<file path="config.mk">
export PLATFORM = sky130hd
export DESIGN_NAME = bitwise_result_demux
export DESIGN_NICKNAME = d
export VERILOG_FILES = /design/src/rtl/bitwise_result_demux.sv
export SDC_FILE = /design/constraint.sdc
export NUM_CORES = 1
export LEC_CHECK = 0
export CAP_MARGIN = 20
export CORE_MARGIN = 4
export CORE_UTILIZATION = 52
export DETAILED_ROUTE_END_ITERATION = 8
export MAX_ROUTING_LAYER = met4
export PLACE_DENSITY = 0.82
export SYNTH_ARGS = -nofsm -noshare
export SYNTH_HDL_FRONTEND = slang
export SYNTH_SLANG_ARGS = --single-unit
export TNS_END_PERCENT = 10
</file>
<file path="constraint.sdc">
create_clock -name clk -period 2.1 [get_ports clk]
set_input_delay 0.21 -clock clk [delete_from_list [all_inputs] [get_ports clk]]
set_output_delay 0.21 -clock clk [all_outputs]
set_load 0.01 [all_outputs]
</file>
<file path="src/rtl/bitwise_result_demux.sv">
// bitwise_result_demux: routes a valid/ready byte stream into per-lane FIFOs (in_x=1 AND lane, 0 OR lane).
// Define BITWISE_RESULT_DEMUX_STATS_EN to add per-lane accept counters and a drop_stall flag.
module bitwise_result_demux #(
  parameter int W = 8,
  parameter int DEPTH = 4,
  localparam int CW = $clog2(DEPTH + 1)
) (
  input  logic          clk,
  input  logic          rst_n,
  input  logic          flush,
  input  logic          in_valid,
  output logic          in_ready,
  input  logic          in_x,
  input  logic [W-1:0]  in_data,
  output logic          and_valid,
  input  logic          and_ready,
  output logic [W-1:0]  and_data,
  output logic          or_valid,
  input  logic          or_ready,
  output logic [W-1:0]  or_data,
  output logic [CW-1:0] and_level,
`ifdef BITWISE_RESULT_DEMUX_STATS_EN
  output logic [15:0]   and_count,
  output logic [15:0]   or_count,
  output logic          drop_stall,
`endif
  output logic [CW-1:0] or_level
);
  localparam int PW = $clog2(DEPTH);
  // Lane index 1 is the AND lane, 0 the OR lane, so in_x selects directly.
  logic [W-1:0]  mem [2][DEPTH];
  logic [PW-1:0] wr_ptr [2];
  logic [PW-1:0] rd_ptr [2];
  logic [CW-1:0] level [2];
  logic [1:0]    full, valid, rdy, push, pop;
  assign full      = {level[1] == CW'(DEPTH), level[0] == CW'(DEPTH)};
  assign valid     = {level[1] != '0, level[0] != '0};
  assign rdy       = {and_ready, or_ready};
  assign in_ready  = rst_n & ~flush & ~full[in_x];
  assign push      = {2{in_valid & in_ready}} & {in_x, ~in_x};
  assign pop       = valid & rdy;
  assign and_valid = valid[1];
  assign or_valid  = valid[0];
  assign and_data  = mem[1][rd_ptr[1]];
  assign or_data   = mem[0][rd_ptr[0]];
  assign and_level = level[1];
  assign or_level  = level[0];
  always_ff @(posedge clk or negedge rst_n) begin
    if (!rst_n) begin
      for (int l = 0; l < 2; l++) begin
        wr_ptr[l] <= '0;
        rd_ptr[l] <= '0;
        level[l]  <= '0;
        for (int d = 0; d < DEPTH; d++) mem[l][d] <= '0;
      end
    end else begin
      for (int l = 0; l < 2; l++) begin
        if (flush) begin
          wr_ptr[l] <= '0;
          rd_ptr[l] <= '0;
          level[l]  <= '0;
          for (int d = 0; d < DEPTH; d++) mem[l][d] <= '0;
        end else begin
          if (push[l]) begin
            mem[l][wr_ptr[l]] <= in_data;
            wr_ptr[l] <= wr_ptr[l] + PW'(1);
          end
          if (pop[l]) rd_ptr[l] <= rd_ptr[l] + PW'(1);
          level[l] <= level[l] + CW'(push[l]) - CW'(pop[l]);
        end
      end
    end
  end
`ifdef BITWISE_RESULT_DEMUX_STATS_EN
  // Counters survive flush; only rst_n clears them.
  always_ff @(posedge clk or negedge rst_n) begin
    if (!rst_n) begin
      and_count <= '0;
      or_count  <= '0;
    end else begin
      if (push[1]) and_count <= and_count + 16'd1;
      if (push[0]) or_count <= or_count + 16'd1;
    end
  end
  assign drop_stall = in_valid & ~in_ready & ~flush;
`endif
endmodule

</file>
Word-level counts from Yosys, hierarchy flattened. Index checks and enable logic that the tools add are counted.

Register bits after elaboration: 78. Bits of input ports: 15. Output and inout bits: 25. Word-level logic and storage cells: 79.

Add/sub/neg operators: 8. Magnitude comparators: 7. Equal/unequal tests: 2. Multiplexer cells: 28. Bitwise logic cells: 12. Reductions and logical operators: 8.

Operators with widths (number): 2-to-1 mux 32 bit (4); bitwise mux 32 bit (2); 2-to-1 mux 8 bit (6); binary-select mux 8 bit (select 2 bit) (2); demux 8 bit (select 2 bit) (2); 2-to-1 mux 2 bit (8); greater-or-equal comparator 3 bit (second input constant) (4); inverter 2 -> 3 bit (4); adder 2 x 1 -> 2 bit (second input constant) (4); nonzero test 2 bit (4); adder 3 x 1 -> 3 bit (2); == test 3 bit (second input constant) (2); < comparator 3 x 1 -> 1 bit (second input constant) (2); 2-to-1 mux 3 bit (2); nonzero test 3 bit (2); subtractor 3 x 1 -> 3 bit (2); AND 2 bit (2); AND 1 bit (3); inverter 1 bit (3); logical AND 1 bit (2); < comparator 1 x 2 -> 1 bit (second input constant) (1); 2-to-1 mux 1 bit (2).

Logic depth before layout (Yosys ltp).
Depth after elaboration: 10. Gate-level depth with buffers: 11. Mapped depth without buffers: 9.

Worst setup path before layout. No wires, ideal clock.

Kind: register to register. From: register level (netlist bit or_level[0]). To: register level (netlist bit or_level[2]). Setup time: 132 ps. Data arrival time: 2191 ps. Required time: 1968 ps. Setup slack: -222 ps. Cell stages (with the launch flop): 11. Buffers on the path: 1. Period minus slack after synthesis: 2322 ps. Cell sequence: dfrtp_1 -> or4b_1 -> buf_6 -> nand2_1 -> ha_1 -> inv_1 -> ha_1 -> inv_1 -> fa_1 -> xnor2_1 -> nor2_1.

Longest elaborated chain between the ends: 10. Elaborated cells between the ends (all ways): 12. Classes of those cells: add/sub (2); eq/ne (1); mux (3); bitwise (5); reduce/logical (1).

Ends and longest elaborated chain: start, declared (line 34) `logic [CW-1:0] level [2];`; start signal, assigned by index (line 69) `level[l] <= level[l] + CW'(push[l]) - CW'(pop[l]);`; == test 3 bit (line 36) `assign full = {level[1] == CW'(DEPTH), level[0] == CW'(DEPTH)};`; 2-to-1 mux 1 bit (implied by the code) (2 in a row) (line 39) `assign in_ready = rst_n & ~flush & ~full[in_x];`; inverter 1 bit (line 39); AND 1 bit (line 39); AND 1 bit (line 40) `assign push = {2{in_valid & in_ready}} & {in_x, ~in_x};`; AND 2 bit (line 40); adder 3 x 1 -> 3 bit (line 69); subtractor 3 x 1 -> 3 bit * (line 69); 2-to-1 mux 3 bit * (line 58) `if (flush) begin`.

Every way passes the cells marked *; elsewhere a longest branch is shown, timed or not. The select of a mux whose other input is x is not followed. A chain may end at the register's enable or synchronous reset.

Worst setup path after layout.
From: register level (netlist bit or_level[1]). To: register level (netlist bit or_level[1]).

Same word-level chain as after synthesis.

==> flow_summary_export.csv <==
group,metric,value,unit
cells_and_area,num_antenna_cells,0,
logic_synthesis,ys_ff_latch,78,
routing,detail-route-antenna-nets,0,
critical_path,required,2.32,ns
clocking,path_clk_slew,0.09,ns
placement,port_buffers,39,
global_routing,antenna_found_initial,0,
cells_and_area,drive_gt1_share,37.0,%
clocking,cts_buffer_depth,2,
timing,hold_viol,0,
worst_hold_path,holdCritPathClass,"primary input to register",
logic_synthesis,synthesis.area,4160,um^2
routing,drtPass1Iterations,4,
logic_synthesis,ys_warn_count,0,
cells_and_area,final_cells,478,
timing,drv_slew,0,
global_routing,grt_pass1_wl,14.0,mm
global_routing,grt_max_degree,59,
clocking,clock-root-buffer,"clkbuf_8",
power_and_ir_drop,power_leakage,2.44,nW
clocking,cts_tree,"built",
floorplan,die_w,97.5,um
placement,place_inst,461,
timing,slew_headroom,51.7,%
logic_synthesis,synthCells,316,
routing,drt-initial-drc-count,91,
power_and_ir_drop,pwr_density_cell,821,nW/um^2
logic_synthesis,synth_cell_types,32,
global_routing,overflow,0,
critical_path,path_max_fanout,2,
cells_and_area,finalNetCount,400,
placement,routabilityCongestion,0.737,
outcome,status,"finished, final reports clean",
placement,hpwlAfterDp,5.54,mm
cells_and_area,synthToLayoutAreaGrowth,21.5,%
clocking,clock_latency,0.34,ns
timing,finalCriticalPeriod,2.08,ns
floorplan,rows,32,
floorplan,coreArea,7770,um^2
global_routing,grt.total_usage,19.0,%
timing,fin_crit_sh,99.0,%
logic_synthesis,syn_area_per_cell,13.2,um^2
floorplan,start_util,53.6,%
critical_path,arrival,2.30,ns
routing,wl_per_cell,17.4,um
timing,setup_viol_count_final,0,
timing,rsz0062_at_grt,"true",
routing,vias_per_cell,5.42,
timing,tightest_slew,0.724,ns
floorplan,die-area,9500,um^2
routing,wirelength,8.30,mm
critical_path,startpoint_type,"register",
logic_synthesis,synth_nets,345,
critical_path,cp-end-kind,"register",
timing,finClkSkew,0.0104,ns
logic_synthesis,yosysSeqAreaShare,46.9,%
power_and_ir_drop,vdd_ir_drop_max,0.414,mV
clocking,cts.sinks,78,
cells_and_area,fin_util,65.1,%
timing,max_freq,481,MHz
clocking,cts_buffers,9,
flow_run,drv_cap,0,
critical_path,crit_type,"register to register",
routing,drc_errors,0,
global_routing,first_global_vias,2798,
floorplan,ios,40,
clocking,h-tree-depth,3,
floorplan,dieHeight,97.5,um
routing,vias,2592,
cells_and_area,fill_cells,579,
layout by cell type, fill, tap and decap left out, types with 2 or more instances in the layout:
cell	n
buf_4	21
clkinvlp_4	2
nand3_2	4
nand3_1	4
nor4bb_2	2
nor4b_1	2
dlymetal6s2s_1	5
a21oi_1	4
ha_1	10
fa_2	2
inv_2	2
ha_4	2
clkdlybuf4s50_1	20
dfrtp_2	3
dlygate4sd2_1	12
nand3_4	4
dfrtp_1	75
o21ai_0	4
nor2_1	8
mux2_2	62
nor2b_1	66
clkbuf_8	10
inv_1	6
xnor2_1	3
mux2_1	2
o31a_1	2
bufinv_16	2
mux4_2	16
o311ai_0	2
or3_1	2
xor2_1	4
layout make-up:
type	count	area (um^2)	share of cell area (%)
inverters	8	30.0	0.594
clock inverters	6	92.6	1.83
clock buffers	10	138	2.72
well taps	102	128	2.52
multi-input cells	213	2160	42.7
repair buffers	61	556	11.0
flip-flops and latches	78	1960	38.7
state kept, by name, indices dropped and copies added, names as in the netlist:
| signal | flops |
|---|---|
| mem | 64 |
| rd_ptr | 4 |
| wr_ptr | 4 |
| and_level | 3 |
| or_level | 3 |
final timing paths:
check | startpoint | end | slack [ns] | cells after the start
max reg2reg | or_level[1] | or_level[1] | 0.02 | 8
min | flush | wr_ptr[2] | 0.35 | 3
max in group asynchronous | rst_n | mem[37] | 1.02 | 3
min in group asynchronous | rst_n | wr_ptr[2] | 0.42 | 3
min reg2reg | wr_ptr[0] | wr_ptr[0] | 0.61 | 2
max | or_level[1] | or_level[1] | 0.02 | 8
critical path, stage by stage, from the launching register on:
cell	delay (ns)
dfrtp_2	0.41
or4b_4	0.54
nand2_4	0.08
ha_4	0.19
inv_2	0.06
ha_4	0.11
inv_2	0.03
fa_2	0.51
nor2_1	0.04
logic make-up after synthesis:
group / Yosys count / synth area share, %
simple gates: 99 / 16.4
mux: 80 / 26.0
flops: 78 / 46.9
buf+inv: 25 / 2.73
fa+ha+maj: 14 / 4.57
compound gates: 12 / 1.80
xor+xnor: 8 / 1.68
cell usage after synthesis, drive strengths merged:
master    n  area [um^2]
a21oi     4         20.0
and4b     1         10.0
buf       9         53.8
clkbuf    8         30.0
dfrtp    78         1950
fa        2         40.0
ha       12          150
inv       8         30.0
mux2     64          721
mux4     16          360
nand2     2         7.51
nand3    12          130
nand4b    1         8.76
nand4bb   1         11.3
nor2      8         30.0
nor2b    66          413
nor4b     2         17.5
nor4bb    2         20.0
o21ai     4         20.0
o311ai    2         17.5
o31a      2         17.5
or3       2         12.5
or4b      1         10.0
or4bb     1         11.3
xnor2     4         35.0
xor2      4         35.0
metal layers:
metal,up-vias,share of wire [%],GRT usage (%)
met3,7,2.1,3.16
met4,0,1.4,6.82
met1,1328,45,23.5
li1,1217,-,-
met5,-,0,-
met2,40,52,31.6
through the flow:
step	total power, mW	hold slack, ns	area, um^2	setup WS, ns	setup TNS [ns]
after floorplan	2.36	-0.0856	4200	-0.140	-0.240
after global placement	2.83	0.238	4790	-0.259	-0.790
final	4.15	0.353	5060	0.0201	0
after global routing	4.37	0.382	5060	-0.0324	-0.0581
after CTS	4.17	0.349	5030	-0.0163	-0.0163
after detailed placement	2.87	0.241	4790	-0.302	-1.05
power by group:
part,switching [mW],total [mW],internal [mW]
clock network,0.576,1.28,0.709
logic,0.544,1.19,0.642
registers,0.0906,1.68,1.59
timing repair:
action                                  CTS  global route
hold buffers                              1             0
endpoints found under the setup margin   18             8
endpoints found under the hold margin    21             0
resized for setup                        16             8
buffers inserted                          0             0
pin swaps                                 0             2
No activity file was read; power rests on OpenSTA's default activity.
